[config.mk]
export PLATFORM = sky130hd
export DESIGN_NAME = audio_beep_decoder_flat
export DESIGN_NICKNAME = d
export VERILOG_FILES = /design/src/rtl/audio_beep_decoder_if.sv /design/src/rtl/audio_beep_decoder.sv /design/src/flat_wrapper.sv
export SDC_FILE = /design/constraint.sdc
export NUM_CORES = 1
export LEC_CHECK = 0
export BUFFER_PORTS_ARGS = -buffer_cell sky130_fd_sc_hd__buf_2
export CORE_MARGIN = 3
export CORE_UTILIZATION = 50
export CTS_BUF_LIST = sky130_fd_sc_hd__clkbuf_4 sky130_fd_sc_hd__clkbuf_8
export CTS_CLUSTER_SIZE = 8
export DETAILED_ROUTE_END_ITERATION = 8
export GPL_TIMING_DRIVEN = 0
export MAX_ROUTING_LAYER = met4
export PLACE_DENSITY_LB_ADDON = 0.05
export SYNTH_ARGS = -nofsm -noshare
export SYNTH_HDL_FRONTEND = slang
export SYNTH_SLANG_ARGS = --single-unit
[constraint.sdc]
create_clock -name clk100M -period 3.8 [get_ports clk100M]
set_input_delay 1.14 -clock clk100M [delete_from_list [all_inputs] [get_ports clk100M]]
set_output_delay 1.14 -clock clk100M [all_outputs]
set_load 0.05 [all_outputs]
[src/rtl/audio_beep_decoder_if.sv]
// rtl/audio_beep_decoder_if.sv - mic sample input and decoded number output bundle
interface audio_beep_decoder_if;
  logic        sample_valid;
  logic [11:0] mic_sample;
  logic        number_valid;
  logic [3:0]  number;
  logic        overflow;
  logic        tone_active;
  logic [11:0] level;

  // master: mic sampler side that supplies samples and consumes the decoded number
  modport master (
    output sample_valid, mic_sample,
    input  number_valid, number, overflow, tone_active, level
  );

  // slave: the decoder itself
  modport slave (
    input  sample_valid, mic_sample,
    output number_valid, number, overflow, tone_active, level
  );
endinterface

[src/rtl/audio_beep_decoder.sv]
// rtl/audio_beep_decoder.sv - tone burst detector and duration-to-number decoder
module audio_beep_decoder #(
  parameter int WINDOW_CYCLES    = 1_000_000,
  parameter int WINDOWS_PER_UNIT = 10,
  parameter int THRESHOLD        = 300,
  parameter int GAP_WINDOWS      = 2,
  parameter int MIDSCALE         = 2048
) (
  input  logic                 clk100M,
  input  logic                 rst_n,
  audio_beep_decoder_if.slave  bus
);
  localparam int WIN_MAX = 16 * WINDOWS_PER_UNIT;
  localparam int REM_MAX = WIN_MAX + WINDOWS_PER_UNIT / 2;
  localparam int CW      = $clog2(WINDOW_CYCLES);
  localparam int NW      = $clog2(REM_MAX + 1);
  localparam int QW      = (GAP_WINDOWS > 1) ? $clog2(GAP_WINDOWS + 1) : 1;

  typedef enum logic [1:0] {IDLE, TONE, DIVIDE, REPORT} state_t;

  state_t          state;
  logic [CW-1:0]   win_pos;
  logic            window_end;
  logic signed [12:0] diff;
  logic [11:0]     amp;
  logic [11:0]     cand;
  logic [11:0]     closing;
  logic            loud;
  logic [11:0]     peak;
  logic [11:0]     level_q;
  logic [NW-1:0]   win_cnt;
  logic [NW:0]     win_sum;
  logic [NW-1:0]   rem_init;
  logic [NW-1:0]   rem;
  logic [QW-1:0]   quiet_cnt;
  logic [3:0]      q;
  logic            ovf;
  logic            number_valid_q;
  logic [3:0]      number_q;
  logic            overflow_q;

  assign window_end = (win_pos == CW'(WINDOW_CYCLES - 1));

  // Amplitude is distance from midscale; sample 0 yields 2048, which still fits 12 bits.
  assign diff = 13'({1'b0, bus.mic_sample}) - 13'(MIDSCALE);
  assign amp  = diff[12] ? 12'(-diff) : 12'(diff);

  // A sample landing on window_end belongs to the window that is closing.
  assign cand    = bus.sample_valid ? amp : 12'd0;
  assign closing = (cand > peak) ? cand : peak;
  assign loud    = (closing >= 12'(THRESHOLD));

  // Bridged quiet windows are folded into the tone length when the tone resumes.
  assign win_sum  = (NW+1)'(win_cnt) + (NW+1)'(quiet_cnt) + (NW+1)'(1);
  assign rem_init = win_cnt + NW'(WINDOWS_PER_UNIT / 2);

  assign bus.number_valid = number_valid_q;
  assign bus.number       = number_q;
  assign bus.overflow     = overflow_q;
  assign bus.tone_active  = (state == TONE);
  assign bus.level        = level_q;

  // Free-running window position, independent of the decoder state.
  always_ff @(posedge clk100M or negedge rst_n) begin
    if (!rst_n)          win_pos <= '0;
    else if (window_end) win_pos <= '0;
    else                 win_pos <= win_pos + CW'(1);
  end

  // Track the running peak and publish it as level when each window closes.
  always_ff @(posedge clk100M or negedge rst_n) begin
    if (!rst_n) begin
      peak    <= '0;
      level_q <= '0;
    end else if (window_end) begin
      level_q <= closing;
      peak    <= '0;
    end else if (bus.sample_valid) begin
      peak    <= closing;
    end
  end

  // Tone segmentation, rounded division by the unit length, and the one-cycle report.
  always_ff @(posedge clk100M or negedge rst_n) begin
    if (!rst_n) begin
      state          <= IDLE;
      win_cnt        <= '0;
      quiet_cnt      <= '0;
      rem            <= '0;
      q              <= '0;
      ovf            <= 1'b0;
      number_valid_q <= 1'b0;
      number_q       <= '0;
      overflow_q     <= 1'b0;
    end else begin
      number_valid_q <= 1'b0;
      case (state)
        IDLE: begin
          if (window_end && loud) begin
            state     <= TONE;
            win_cnt   <= NW'(1);
            quiet_cnt <= '0;
          end
        end
        TONE: begin
          if (window_end) begin
            if (loud) begin
              win_cnt   <= (win_sum >= (NW+1)'(WIN_MAX)) ? NW'(WIN_MAX) : win_sum[NW-1:0];
              quiet_cnt <= '0;
            end else if (quiet_cnt == QW'(GAP_WINDOWS - 1)) begin
              quiet_cnt <= '0;
              state     <= DIVIDE;
              rem       <= rem_init;
              q         <= '0;
              ovf       <= (rem_init >= NW'(WIN_MAX));
            end else begin
              quiet_cnt <= quiet_cnt + QW'(1);
            end
          end
        end
        DIVIDE: begin
          if ((rem >= NW'(WINDOWS_PER_UNIT)) && (q != 4'd15)) begin
            rem <= rem - NW'(WINDOWS_PER_UNIT);
            q   <= q + 4'd1;
          end else begin
            state <= REPORT;
            if (q != 4'd0) begin
              number_valid_q <= 1'b1;
              number_q       <= q;
              overflow_q     <= ovf;
            end
          end
        end
        REPORT: state <= IDLE;
        default: state <= IDLE;
      endcase
    end
  end
endmodule

[src/flat_wrapper.sv]
// flat-port wrapper written by rule: the top's interface ports become plain ports
module audio_beep_decoder_flat 
#(
  parameter int WINDOW_CYCLES    = 1_000_000,
  parameter int WINDOWS_PER_UNIT = 10,
  parameter int THRESHOLD        = 300,
  parameter int GAP_WINDOWS      = 2,
  parameter int MIDSCALE         = 2048
)
  (clk100M, rst_n, bus_sample_valid, bus_mic_sample, bus_number_valid, bus_number, bus_overflow, bus_tone_active, bus_level);
  audio_beep_decoder_if bus_i ();
  input  logic clk100M;
  input  logic rst_n;
  input wire logic [$bits(bus_i.sample_valid)-1:0] bus_sample_valid;
  input wire logic [$bits(bus_i.mic_sample)-1:0] bus_mic_sample;
  output wire logic [$bits(bus_i.number_valid)-1:0] bus_number_valid;
  output wire logic [$bits(bus_i.number)-1:0] bus_number;
  output wire logic [$bits(bus_i.overflow)-1:0] bus_overflow;
  output wire logic [$bits(bus_i.tone_active)-1:0] bus_tone_active;
  output wire logic [$bits(bus_i.level)-1:0] bus_level;
  assign bus_i.sample_valid = bus_sample_valid;
  assign bus_i.mic_sample = bus_mic_sample;
  assign bus_number_valid = bus_i.number_valid;
  assign bus_number = bus_i.number;
  assign bus_overflow = bus_i.overflow;
  assign bus_tone_active = bus_i.tone_active;
  assign bus_level = bus_i.level;
  audio_beep_decoder #(.WINDOW_CYCLES(WINDOW_CYCLES), .WINDOWS_PER_UNIT(WINDOWS_PER_UNIT), .THRESHOLD(THRESHOLD), .GAP_WINDOWS(GAP_WINDOWS), .MIDSCALE(MIDSCALE)) u_core (.clk100M(clk100M), .rst_n(rst_n), .bus(bus_i));
endmodule
Word-level counts from Yosys, hierarchy flattened --
Index checks and enable logic that the tools add are counted.
Storage, ports and cells: register bits after elaboration 75, input bits 15
Cells by class: $add $sub $neg 9, $lt $le $gt $ge 5, equality and inequality tests 13, mux-type cells 35, bitwise operators 2, reduce and logical (&&, ||, !) cells 13
Operators by type and width (count):
- $mux W8 | 8
- $mux W12 | 5
- $pmux W8 S2 | 2
- $add A20 B1 Y20 const B | 1
- $eq A20 B20 Y1 const B | 1
- $mux W20 | 1
- $mux W2 | 9
- $mux W4 | 4
- $sub A12 B12 Y13 const B | 1
- $ge A12 B9 Y1 const B | 1
- $gt A12 B12 Y1 | 1
- $neg A12 Y12 | 1
- $ne A2 B1 Y1 const B | 5
- $reduce_and A5 Y1 | 2
- $add A8 B2 Y9 | 1
- $add A9 B1 Y9 const B | 1
- $ge A9 B8 Y1 const B | 1
- $add A8 B3 Y8 const B | 1
- $ge A8 B4 Y1 const B | 1
- $ge A8 B8 Y1 const B | 1
- $pmux W2 S4 | 1
- $pmux W4 S2 | 1
- $reduce_and A4 Y1 | 2
- $sub A8 B4 Y8 const B | 1
- 14 further kinds | 24

Longest topological paths before layout --
Gate-level depths: netlist of run 1.
word-level depth 10, mapped depth 18, depth with buffers taken out 16

Worst setup path after synthesis of run 1 --
Ideal clock, no wire load.
path type in2reg, start input port bus_mic_sample[6], end register u_core.state[1], library setup time 125 ps, data arrival time 4597 ps, data required time 3675 ps, path slack -922 ps, stages 13, path buffers 1, cell sequence nor4_2 > a41o_1 > mux2i_1 > ha_1 > nand4_1 > a211o_1 > a31oi_1 > buf_2 > mux2i_1 > o211a_4 > mux2_2 > o21ai_1 > mux2_2
Between the ends: cells in the longest elaborated chain, start to end 10
Ends and longest elaborated chain:
- start, declared | line flat_wrapper.sv:15 | input wire logic [$bits(bus_i.mic_sample)-1:0] bus_mic_sample;
- $sub A12 B12 Y13 * | line audio_beep_decoder.sv:45 | assign diff = 13'({1'b0, bus.mic_sample}) - 13'(MIDSCALE);
- $neg A12 Y12 | line audio_beep_decoder.sv:46 | assign amp = diff[12] ? 12'(-diff) : 12'(diff);
- $mux W12 * | line audio_beep_decoder.sv:46
- $mux W12 * | line audio_beep_decoder.sv:49 | assign cand = bus.sample_valid ? amp : 12'd0;
- $gt A12 B12 Y1 | line audio_beep_decoder.sv:50 | assign closing = (cand > peak) ? cand : peak;
- $mux W12 * | line audio_beep_decoder.sv:50
- $ge A12 B9 Y1 * | line audio_beep_decoder.sv:51 | assign loud = (closing >= 12'(THRESHOLD));
- $logic_and A1 B1 Y1 | line audio_beep_decoder.sv:99 | if (window_end && loud) begin
- $ne A2 B1 Y1 (no source line)
- $reduce_and A5 Y1 (no source line) *
- end signal, assigned | line audio_beep_decoder.sv:100 | state <= TONE;
- end signal, assigned | line audio_beep_decoder.sv:112 | state <= DIVIDE;
- end signal, assigned | line audio_beep_decoder.sv:126 | state <= REPORT;
- end, declared | line audio_beep_decoder.sv:21 | state_t state;
Every way passes the cells marked *; elsewhere a longest branch is shown, timed or not. A chain may end at the register's enable or synchronous reset.

Final worst setup path of run 1 --
start input port bus_mic_sample[3], end register u_core.win_cnt[1]
Between the ends: cells in the longest elaborated chain, start to end 10
Ends and longest elaborated chain:
- $sub A12 B12 Y13 * | line audio_beep_decoder.sv:45
- $neg A12 Y12 | line audio_beep_decoder.sv:46
- $mux W12 * | line audio_beep_decoder.sv:46
- $mux W12 * | line audio_beep_decoder.sv:49
- $gt A12 B12 Y1 | line audio_beep_decoder.sv:50
- $mux W12 * | line audio_beep_decoder.sv:50
- $ge A12 B9 Y1 * | line audio_beep_decoder.sv:51
- $logic_and A1 B1 Y1 | line audio_beep_decoder.sv:99
- $ne A2 B1 Y1 (no source line)
- $reduce_and A4 Y1 (no source line) *
- end signal, assigned | line audio_beep_decoder.sv:108 | win_cnt <= (win_sum >= (NW+1)'(WIN_MAX)) ? NW'(WIN_MAX) : win_sum[NW-1:0];
- end, declared | line audio_beep_decoder.sv:31 | logic [NW-1:0] win_cnt;
Marked as above.

==> summary.md, run 1 <==
| Metric | Value |
|---|---|
| Run status | complete, but fails checks |
| Failing checks | negative setup slack |
| Syn Area/Cell | 8.75 sq um |
| Detail Route Antenna Nets | 0 |
| Area delta synth->final | 25.9% |
| Most frequent cells after synthesis | dfrtp_1 (74), nand2_1 (63), nor2_1 (61), inv_1 (33) |
| Setup ws final | -574 ps |
| Routed wire length | roughly 11 mm |
| Num CTS Buffers | 9 |
| Critical Path Start Type | input port |
| CP Class | in -> reg |
| CP endpoint kind | flop |
| Final hold vios | 0 |
| Drt drc | 0 |
| FILL cells | roughly 680 |
| CP max stage cell | or3_4 |
| Root Driver | clkbuf_8 |
| Register area | 1850 sq um |
| Number of diodes | 0 |
| Slew @ Worst Pin | between 500 and 600 ps |
| DR vias/cell | 5.68 |
| GRT met3 Usage | under 10% |
| Grt ovf | 0 |
| Post-synth top area share | 41.3% |
| Final setup viols | 24 |
| CTS tree | done |
| Top-count cell post-synth | dfrtp_1 |
| Max Cap Viol | 0 |
| IO Port Bufs | 32 |
| Fmax achieved | around 0.23 GHz |
| RSZ-0062 raised after global routing | yes |
| Initial DRC count | 140 |
| Worst Hold Class | reg -> reg |
| Clock-pin slew on the worst setup and hold paths | ~90 ps |
| Cell count after synthesis | approximately 500 |
| Final #Nets | between 600 and 700 |
| Max H-tree Level | 3 |
| RD Place Congestion | 0.921 |
| Via count of the first global-routing pass | between 3,000 and 4,000 |
| Post-place setup slack | -1130 ps |
| Layout cells sized above 1 | a little under a quarter |
| Met1 GRT Util | a little under 30% |
| Largest net degree at the start of global routing | just under 50 |
| Die Ht | 101 um |
| CP dominant cell by count | or3_4 |
| CP Max Fanout | 7 |
| Slew margin rel. | about three fifths |
| Syn nets | 553 |
| Leading area contributor after synthesis | dfrtp_1 |
| Die width | between 100 and 150 um |
| Core area | approximately 8500 sq um |
| Starting Density | 53.0% |
| Synth Register Bits | 74 |
| Ys Warns | 0 |
| Worst-path cell chain | buf_8, nor4_4, buf_4, a41o_1, mux2i_2, ha_1, nand4_1, a211o_1, a31oi_4, buf_6, mux2_4, o211a_4, or3_4, or3_4, o21ai_2 |
| Top post-synthesis cells by area | dfrtp_1 (41%), ha_1 (6.7%), nand2_1 (5.3%) |
| Post-synth cell types | 55 |
| Max Clock Skew | ~11 ps |
| Num ports | 34 |
| DIE AREA | 10,100 sq um |
| Clock Latency Late Sink | about 360 ps |
| Number of flops mapped to enable cells by yosys | 0 |
| Total number of vias | a little under 4,000 |
| Drt pass-1 iters | 4 |
| Met2 GRT Util | 36.2% |
| PD cells | 418 nW/um^2 |
| GRT Max-Usage Layer | met2 |
| Clock buffer depth | 2 |
| Final period util | 115% |
| Synth Flop Type | dfrtp_1 |
| Initial antenna violation count | 0 |
| Seq/Total Area, Yosys | 41.3% |
| Syn Std Cell Area | around 4500 sq um |
| Hold-fix buffers at CTS | 0 |
| VDD IR max | between 200 and 300 uV |
| Slew Viols, Final | 0 |
| Required time worst endpoint | between 4000 and 5000 ps |
| Post-synth ARST share | between 90% and 100% |
| CP bufs+invs | 3 |
| Cell row count | 33 |
| First-pass GRT wire length | around 18 mm |
| Area of the multi-input gates | ~2700 sq um |
| Per-cell routed wire length | about 15 um |
| Total track usage | around 22% |
| Final core occ | around 67% |
| Sink Count | 74 |
| CP arrival | 4660 ps |
| Leakage | 2.52 nW |
| Slowest Stage Delay on Critical Path | 420 ps |
| Crit path time final | between 4000 and 5000 ps |
| CP top delay family | simple AND/OR/NAND/NOR gates |
| Post-detail-place hpwl | ~7.3 mm |
[layout by cell type (no fill, tap or decap), types with 3 or more instances in the layout]
master    synthesis  final
a31oi_2           0      3
nor2_1           61     61
buf_4             0     19
a22o_1            4      4
a21oi_1          29     25
o31ai_1           6      3
buf_2             5     29
clkbuf_8          0     10
a211oi_1          3      3
mux2i_4           0      3
inv_1            33     30
mux2_4            1      5
o21ai_2           1      3
mux2i_1          16      9
a32oi_1           3      3
nand2b_1          6      6
ha_1             24     22
and2_1            4      3
xnor2_1          13     13
nor2b_1           7      6
o211ai_1          3      3
nand4_1          11     11
and4_1            3      3
nor3_4            0      3
o21ai_0          29     26
nand2_1          63     62
nor3_1           16     14
mux2i_2           0      4
clkbuf_1         14     12
and3_1            5      5
a22oi_1          10     10
dfrtp_1          74     74
nand3_1          14     12
buf_6             0     11
o31ai_2           0      3
xor2_1           12     12
[final cells by class]
| type | instances | area share, % |
|---|---|---|
| Buffer | 19 | 1.55 |
| Inverter | 33 | 2.24 |
| Timing Repair Buffer | 60 | 8.42 |
| Multi-Input combinational cell | 384 | 48.5 |
| Tap cell | 105 | 2.33 |
| Clock buffer | 10 | 2.44 |
| Sequential cell | 74 | 32.8 |
| Clock inverter | 6 | 1.73 |
[worst reg2reg max path: stages (launching register included)]
cell	delay, ps
dfrtp_1	420
inv_1	60
ha_1	300
nand4_1	200
a211o_1	330
a31oi_4	210
buf_6	130
mux2_4	310
o211a_4	290
or3_4	420
or3_4	380
o21ai_2	60
[timing repair]
item                       in CTS  in global routing
pin swaps                      16                 23
cloned                          1                  0
setup buffers                  15                 11
setup endpoints to repair      27                 38
gates resized for setup        32                 40
[per-stage QoR]
stage	cells	hold slack, ps	power (mW)	instance area (sq um)	TNS [ps]
after floorplan	513	432	1.32	4600	-6880
after global placement	650	454	1.44	4890	-24990
after detailed placement	651	458	1.46	4920	-28310
after CTS	682	479	2.29	5420	-8690
after global routing	691	521	2.50	5650	-14010
final	691	474	2.36	5650	-9730
[kinds of logic after synthesis]
family	count (synthesis)	synth area share (%)
AND/OR/NAND/NOR	204	21.4
flip-flops	74	41.3
adder cells (fa/ha/maj)	25	7.14
buffers and inverters	55	4.74
multiplexers	21	4.91
AO/OA/AOI/OAI	109	15.6
XOR/XNOR	25	4.88
[layer usage]
layer	routed length [um]	vias up
met5	0	-
met4	160	0
met3	274	18
met2	5200	57
met1	4890	1914
li1	-	1937
[path summary, 6_finish.rpt]
path	from	endpoint	slack, ps	cells after the start
setup / recovery	bus_mic_sample[3]	u_core.win_cnt[1]	-570	15
hold / removal	u_core.bus.overflow	u_core.bus.overflow	470	2
setup reg to reg	u_core.peak[11]	u_core.win_cnt[1]	610	11
hold reg to reg	u_core.bus.overflow	u_core.bus.overflow	470	2
max in group asynchronous	rst_n	u_core.win_pos[2]	2540	2
min in group asynchronous	rst_n	u_core.bus.number[3]	690	1
[registers in the layout (all words and copies together) (netlist names)]
name and cells:
u_core.quiet_cnt 2, u_core.q 4, u_core.win_cnt 8, u_core.bus.overflow 1, u_core.bus.level 12, u_core.bus.number_valid 1, u_core.ovf 1, u_core.rem 7
u_core.bus.number 4, u_core.win_pos 20, u_core.state 2, u_core.peak 12
[power breakdown]
part	leakage [nW]	internal [mW]	total, mW	switching [mW]
registers	0.901	0.844	0.895	0.0516
clock network	0.119	0.397	0.726	0.329
logic	1.50	0.343	0.739	0.396
total	2.52	1.58	2.36	0.777
No activity file was read; power rests on OpenSTA's default activity.
==> run 2, diff against run 1 <==
SETUP_SLACK_MARGIN = 0.3   (was not set)
==> summary.md, run 2 (synthesized netlist as in run 1, its figures left out) <==
| Metric | Value |
|---|---|
| Run status | complete, but fails checks |
| Failing checks | negative setup slack |
| Clock buffer depth | 2 (unchanged) |
| CP Class | in -> reg |
| Hold Slack | 475 ps (+0.821 ps) |
| Core area | 8460 sq um (unchanged) |
| Via count of the first global-routing pass | 3,976 (+5.4%) |
| Max Clock Skew | 11.3 ps (+0.178 ps) |
| Most frequent cells in the layout | dfrtp_1 (74), nand2_1 (60), nor2_1 (55) |
| Number of diodes | 0 (unchanged) |
| CP endpoint kind | flop |
| Slew Viols, Final | 0 (unchanged) |
| DR vias/cell | 5.71 (+0.50%) |
| R2R cell count | 13 (+2) |
| Num CTS Buffers | 9 (unchanged) |
| GRT met3 Usage | 3.81% (+0.76 points) |
| Fmax achieved | 0.226 GHz (-1.3%) |
| Slew @ Worst Pin | 657 ps (+66.4 ps) |
| Total track usage | 23.6% (+1.2 points) |
| Detail Route Antenna Nets | 0 (unchanged) |
| Slew margin rel. | 55.9% (-4.6 points) |
| Worst Hold Class | reg -> reg |
| RSZ-0062 raised after global routing | yes |
| Sink Count | 74 (unchanged) |
| Largest net degree at the start of global routing | 52 (+6.1%) |
| Met2 GRT Util | 38.3% (+2.1 points) |
| Layout cells sized above 1 | 32.3% (+9.1 points) |
| Final period util | 117% (+1.5 points) |
| Most common cell after layout, fill and taps aside | dfrtp_1 |
| Post-detail-place hpwl | 7.34 mm (+0.61%) |
| Required time worst endpoint | 4100 ps (about the same) |
| Area delta synth->final | 36.2% |
| CP arrival | 4730 ps (+70 ps) |
| RD Place Congestion | 0.908 (-1.4%) |
| Post-place setup slack | -1120 ps (+2.70 ps) |
| Top reg by flops | u_core.win_pos |
| Critical Path Start Type | input port |
| Clock-pin slew on the worst setup and hold paths | 90 ps (about the same) |
| Max H-tree Level | 3 (unchanged) |
| Total number of vias | 4,100 (+4.4%) |
| Crit path time final | 4430 ps (+58.3 ps) |
| Max Cap Viol | 0 (unchanged) |
| Die width | 101 um (unchanged) |
| Root Driver | clkbuf_8 |
| Final #Nets | 648 (+4.3%) |
| First-pass GRT wire length | 18.6 mm (+5.1%) |
| Clock Latency Late Sink | 370 ps (about the same) |
| CTS tree | done |
| Final hold vios | 0 (unchanged) |
| VDD IR max | 343 uV (+37%) |
| Final core occ | 72.2% (+5.5 points) |
| Routed wire length | 11.7 mm (+11%) |
| Largest register FFs | 20 (unchanged) |
| Met1 GRT Util | 30.4% (+1.5 points) |
| CP Max Fanout | 7 (unchanged) |
| Hold path cells | 2 (unchanged) |
| Design Power | 2.73 mW (+16%) |
| Cell row count | 33 (unchanged) |
| Starting Density | 53.0% (unchanged) |
| Setup ws final | -632 ps (-58.3 ps) |
| Initial antenna violation count | 0 (unchanged) |
| Grt ovf | 0 (unchanged) |
| Drt drc | 0 (unchanged) |
| Final setup viols | 25 (+4.2%) |
| Die Ht | 101 um (unchanged) |
| Num ports | 34 (unchanged) |
| DIE AREA | 10,100 sq um (unchanged) |
| Drt pass-1 iters | 4 (unchanged) |
| Per-cell routed wire length | 16.3 um (+6.9%) |
| GRT Max-Usage Layer | met2 |
| Hold-fix buffers at CTS | 0 (unchanged) |
| IO Port Bufs | 32 (unchanged) |
| Initial DRC count | 177 (+26%) |
| Leakage | 2.71 nW (+7.6%) |
| PD cells | 447 nW/um^2 (+7.1%) |
run 2: layout make-up:
type / instances / area, sq um
plain buffers: 22 / 150
clock buffers: 9 / 124
clock inverters: 7 / 82.6
fillers: 600 / 2350
inverters: 33 / 131
multi-input cells: 384 / 2890
flip-flops and latches: 74 / 1850
well taps: 105 / 131
repair buffers: 84 / 752
run 2: worst max-delay path: stages:
cell,delay [ps]
buf_8,100
nor4_4,410
a41o_1,300
mux2i_4,290
ha_4,160
nand4_1,140
buf_4,190
nand2b_4,140
a31oi_4,220
buf_6,130
mux2_4,310
o211a_4,270
or3_4,360
buf_6,140
or3_4,360
o21ai_2,50
run 2: per-layer routing:
layer / vias to the layer above / part of all wire [%]
li1: 1990 / -
met3: 33 / 3.8
met4: 0 / 2.9
met2: 99 / 49
met5: - / 0
met1: 1978 / 44
run 2: path summary, 6_finish.rpt:
check | from | end | slack, ps
worst max-delay path | bus_mic_sample[6] | u_core.win_cnt[1] | -630
worst min-delay path | u_core.bus.overflow | u_core.bus.overflow | 480
worst max register to register | u_core.peak[11] | u_core.win_cnt[1] | 550
worst min register to register | u_core.bus.overflow | u_core.bus.overflow | 480
max in group asynchronous | rst_n | u_core.bus.level[3] | 2570
min in group asynchronous | rst_n | u_core.bus.number[2] | 670
run 2: repair_timing:
| action | CTS | global route |
|---|---|---|
| cloned | 2 | 1 |
| buffers inserted | 28 | 20 |
| pin swaps | 20 | 31 |
| gates resized for setup | 83 | 69 |
| setup endpoints to repair | 48 | 48 |
run 2: power by group:
group | switching [mW] | leakage [nW] | internal [mW]
logic | 0.560 | 1.71 | 0.594
registers | 0.0660 | 0.901 | 0.844
clock network | 0.356 | 0.0988 | 0.315
total | 0.982 | 2.71 | 1.75
run 2: through the flow:
| stage | cell area, sq um | TNS, ps | cells |
|---|---|---|---|
| final | 6110 | -13220 | 718 |
| after global routing | 6110 | -17060 | 718 |
| after CTS | 5720 | -9480 | 697 |
| after detailed placement | 4930 | -26340 | 651 |
| after global placement | 4900 | -22540 | 650 |
| after floorplan | 4600 | -6870 | 513 |
==> run 3, diff against run 2 <==
clock period = 4 ns   (was 3.8 ns; I/O delays follow)
==> summary.md, run 3 (synthesized netlist as in run 1, its figures left out) <==
| Metric | Value |
|---|---|
| Run status | complete, but fails checks |
| Failing checks | negative setup slack |
| Post-detail-place hpwl | 7.50 mm (+2.2%) |
| Max Clock Skew | 11.8 ps (+0.471 ps) |
| Max H-tree Level | 3 (unchanged) |
| Grt ovf | 0 (unchanged) |
| Total track usage | 22.7% (-0.88 points) |
| PD cells | 396 nW/um^2 (-12%) |
| Design Power | 2.25 mW (-18%) |
| First-pass GRT wire length | 17.9 mm (-3.9%) |
| Leakage | 2.54 nW (-6.2%) |
| CP Max Fanout | 5 (-2) |
| RD Place Congestion | 0.924 (+1.8%) |
| Required time worst endpoint | 4270 ps (+170 ps) |
| CP arrival | 4660 ps (-70 ps) |
| FILL cells | 721 (+20%) |
| CP Class | in -> reg |
| Sink Count | 74 (unchanged) |
| Area of the multi-input gates | 2730 sq um (-5.5%) |
| Die Ht | 101 um (unchanged) |
| Area delta synth->final | 26.6% |
| Slew @ Worst Pin | 596 ps (-61.6 ps) |
| Slew Viols, Final | 0 (unchanged) |
| Hold-fix buffers at CTS | 0 (unchanged) |
| Initial antenna violation count | 0 (unchanged) |
| Final core occ | 67.1% (-5.1 points) |
| Die width | 101 um (unchanged) |
| Max Cap Viol | 0 (unchanged) |
| Fmax achieved | approximately 0.23 GHz |
| Clock-pin slew on the worst setup and hold paths | 80 ps (about the same) |
| IO Port Bufs | 32 (unchanged) |
| Final hold vios | 0 (unchanged) |
| Core area | 8460 sq um (unchanged) |
| Most common cell after layout, fill and taps aside | dfrtp_1 |
| Slew margin rel. | 60.1% (+4.3 points) |
| Layout cells sized above 1 | 25.0% (-7.3 points) |
| Worst Hold Class | reg -> reg |
| RSZ-0062 raised after global routing | yes |
| Critical Path Start Type | input port |
| Most frequent cells in the layout | dfrtp_1 (74), nand2_1 (60), nor2_1 (58) |
| Per-cell routed wire length | 15.4 um (-5.7%) |
| Final #Nets | 624 (-3.7%) |
| Clock buffer depth | 2 (unchanged) |
| Num CTS Buffers | 9 (unchanged) |
| Starting Density | 53.0% (unchanged) |
| Post-place setup slack | -1040 ps (+85.3 ps) |
| Final setup viols | 22 (-12%) |
| Initial DRC count | 139 (-21%) |
| Number of diodes | 0 (unchanged) |
| DIE AREA | 10,100 sq um (unchanged) |
| Detail Route Antenna Nets | 0 (unchanged) |
| Routed wire length | 10.7 mm (-8.9%) |
| Setup ws final | -390 ps (+243 ps) |
| VDD IR max | 294 uV (-14%) |
| Register area | 1850 sq um (unchanged) |
| Largest net degree at the start of global routing | 52 (unchanged) |
| Clock Latency Late Sink | 350 ps (-20 ps) |
| Design area | 5680 sq um (-7.0%) |
| CTS tree | done |
| Largest register FFs | 20 (unchanged) |
| Drt drc | 0 (unchanged) |
| DR vias/cell | 5.62 (-1.6%) |
| Root Driver | clkbuf_8 |
| Num ports | 34 (unchanged) |
| Total number of vias | 3,901 (-4.9%) |
| Hold Slack | 480 ps (+4.97 ps) |
| Drt pass-1 iters | 4 (unchanged) |
| Dpl cell area | 4920 sq um (about the same) |
| Via count of the first global-routing pass | 3,823 (-3.8%) |
| Crit path time final | ~4400 ps |
| CP endpoint kind | flop |
| Final period util | 110% |
| Cell row count | 33 (unchanged) |
| Top reg by flops | u_core.win_pos |
==> run 3: changes by cell type in the layout (fill, tap and decap cells not counted), moves of 9 or more <==
cell / previous run / this run
a21oi_1: 12 / 21
a22oi_1: 1 / 10
a22oi_2: 9 / 0
buf_6: 29 / 7
o21ai_0: 13 / 22
o21ai_1: 12 / 3
==> run 3: layout make-up <==
class	instances	share of cell area, %
Clock inverter	6	1.67
Multi-Input combinational cell	384	48.0
Inverter	33	2.27
Sequential cell	74	32.6
Timing Repair Buffer	60	8.15
Tap cell	105	2.31
Buffer	22	2.55
Clock buffer	10	2.42
==> run 3: path summary, 6_finish.rpt <==
check	start	to	slack [ps]	cells after the start
worst max register to register	u_core.win_pos[7]	u_core.rem[2]	890	10
worst min register to register	u_core.bus.number[1]	u_core.bus.number[1]	480	2
worst min-delay path	u_core.bus.number[1]	u_core.bus.number[1]	480	2
worst max-delay path	bus_mic_sample[5]	u_core.win_cnt[1]	-390	14
min in group asynchronous	rst_n	u_core.bus.number[3]	750	1
max in group asynchronous	rst_n	u_core.win_cnt[7]	2690	2
==> run 3: metrics by stage <==
stage | setup TNS, ps | instances
after detailed placement | -22080 | 651
after CTS | -5900 | 686
after global placement | -18700 | 650
after floorplan | -3890 | 513
final | -6200 | 694
after global routing | -9830 | 694
==> run 3: timing repair <==
action	4_1_cts	5_1_grt
endpoints found under the setup margin	43	46
cloned	0	1
buffers inserted	19	7
pin swaps	18	22
resized for setup	42	40
==> run 3: worst max-delay path: stages <==
cell and delay, ps:
buf_8 100, nor4_4 370, a41o_1 300, mux2i_4 300, ha_4 170, nand4_1 150, a211o_1 300, a31oi_4 210
mux2_4 360, o211a_4 260, or3_4 370, buf_6 130, or3_4 360, o21ai_2 70
==> run 3: per-layer routing <==
metal	global-route usage (%)	up-vias	part of all wire (%)	wire length [um]
met4	7.25	0	1.2	123
met3	4.08	13	3.0	322
met2	37.2	67	50	5350
met1	28.6	1873	46	4860
li1	-	1948	-	-
met5	-	-	0	0
==> run 3: power by group <==
group,internal (mW),switching [mW]
Combinational,0.339,0.380
Clock,0.376,0.303
Sequential,0.802,0.0473
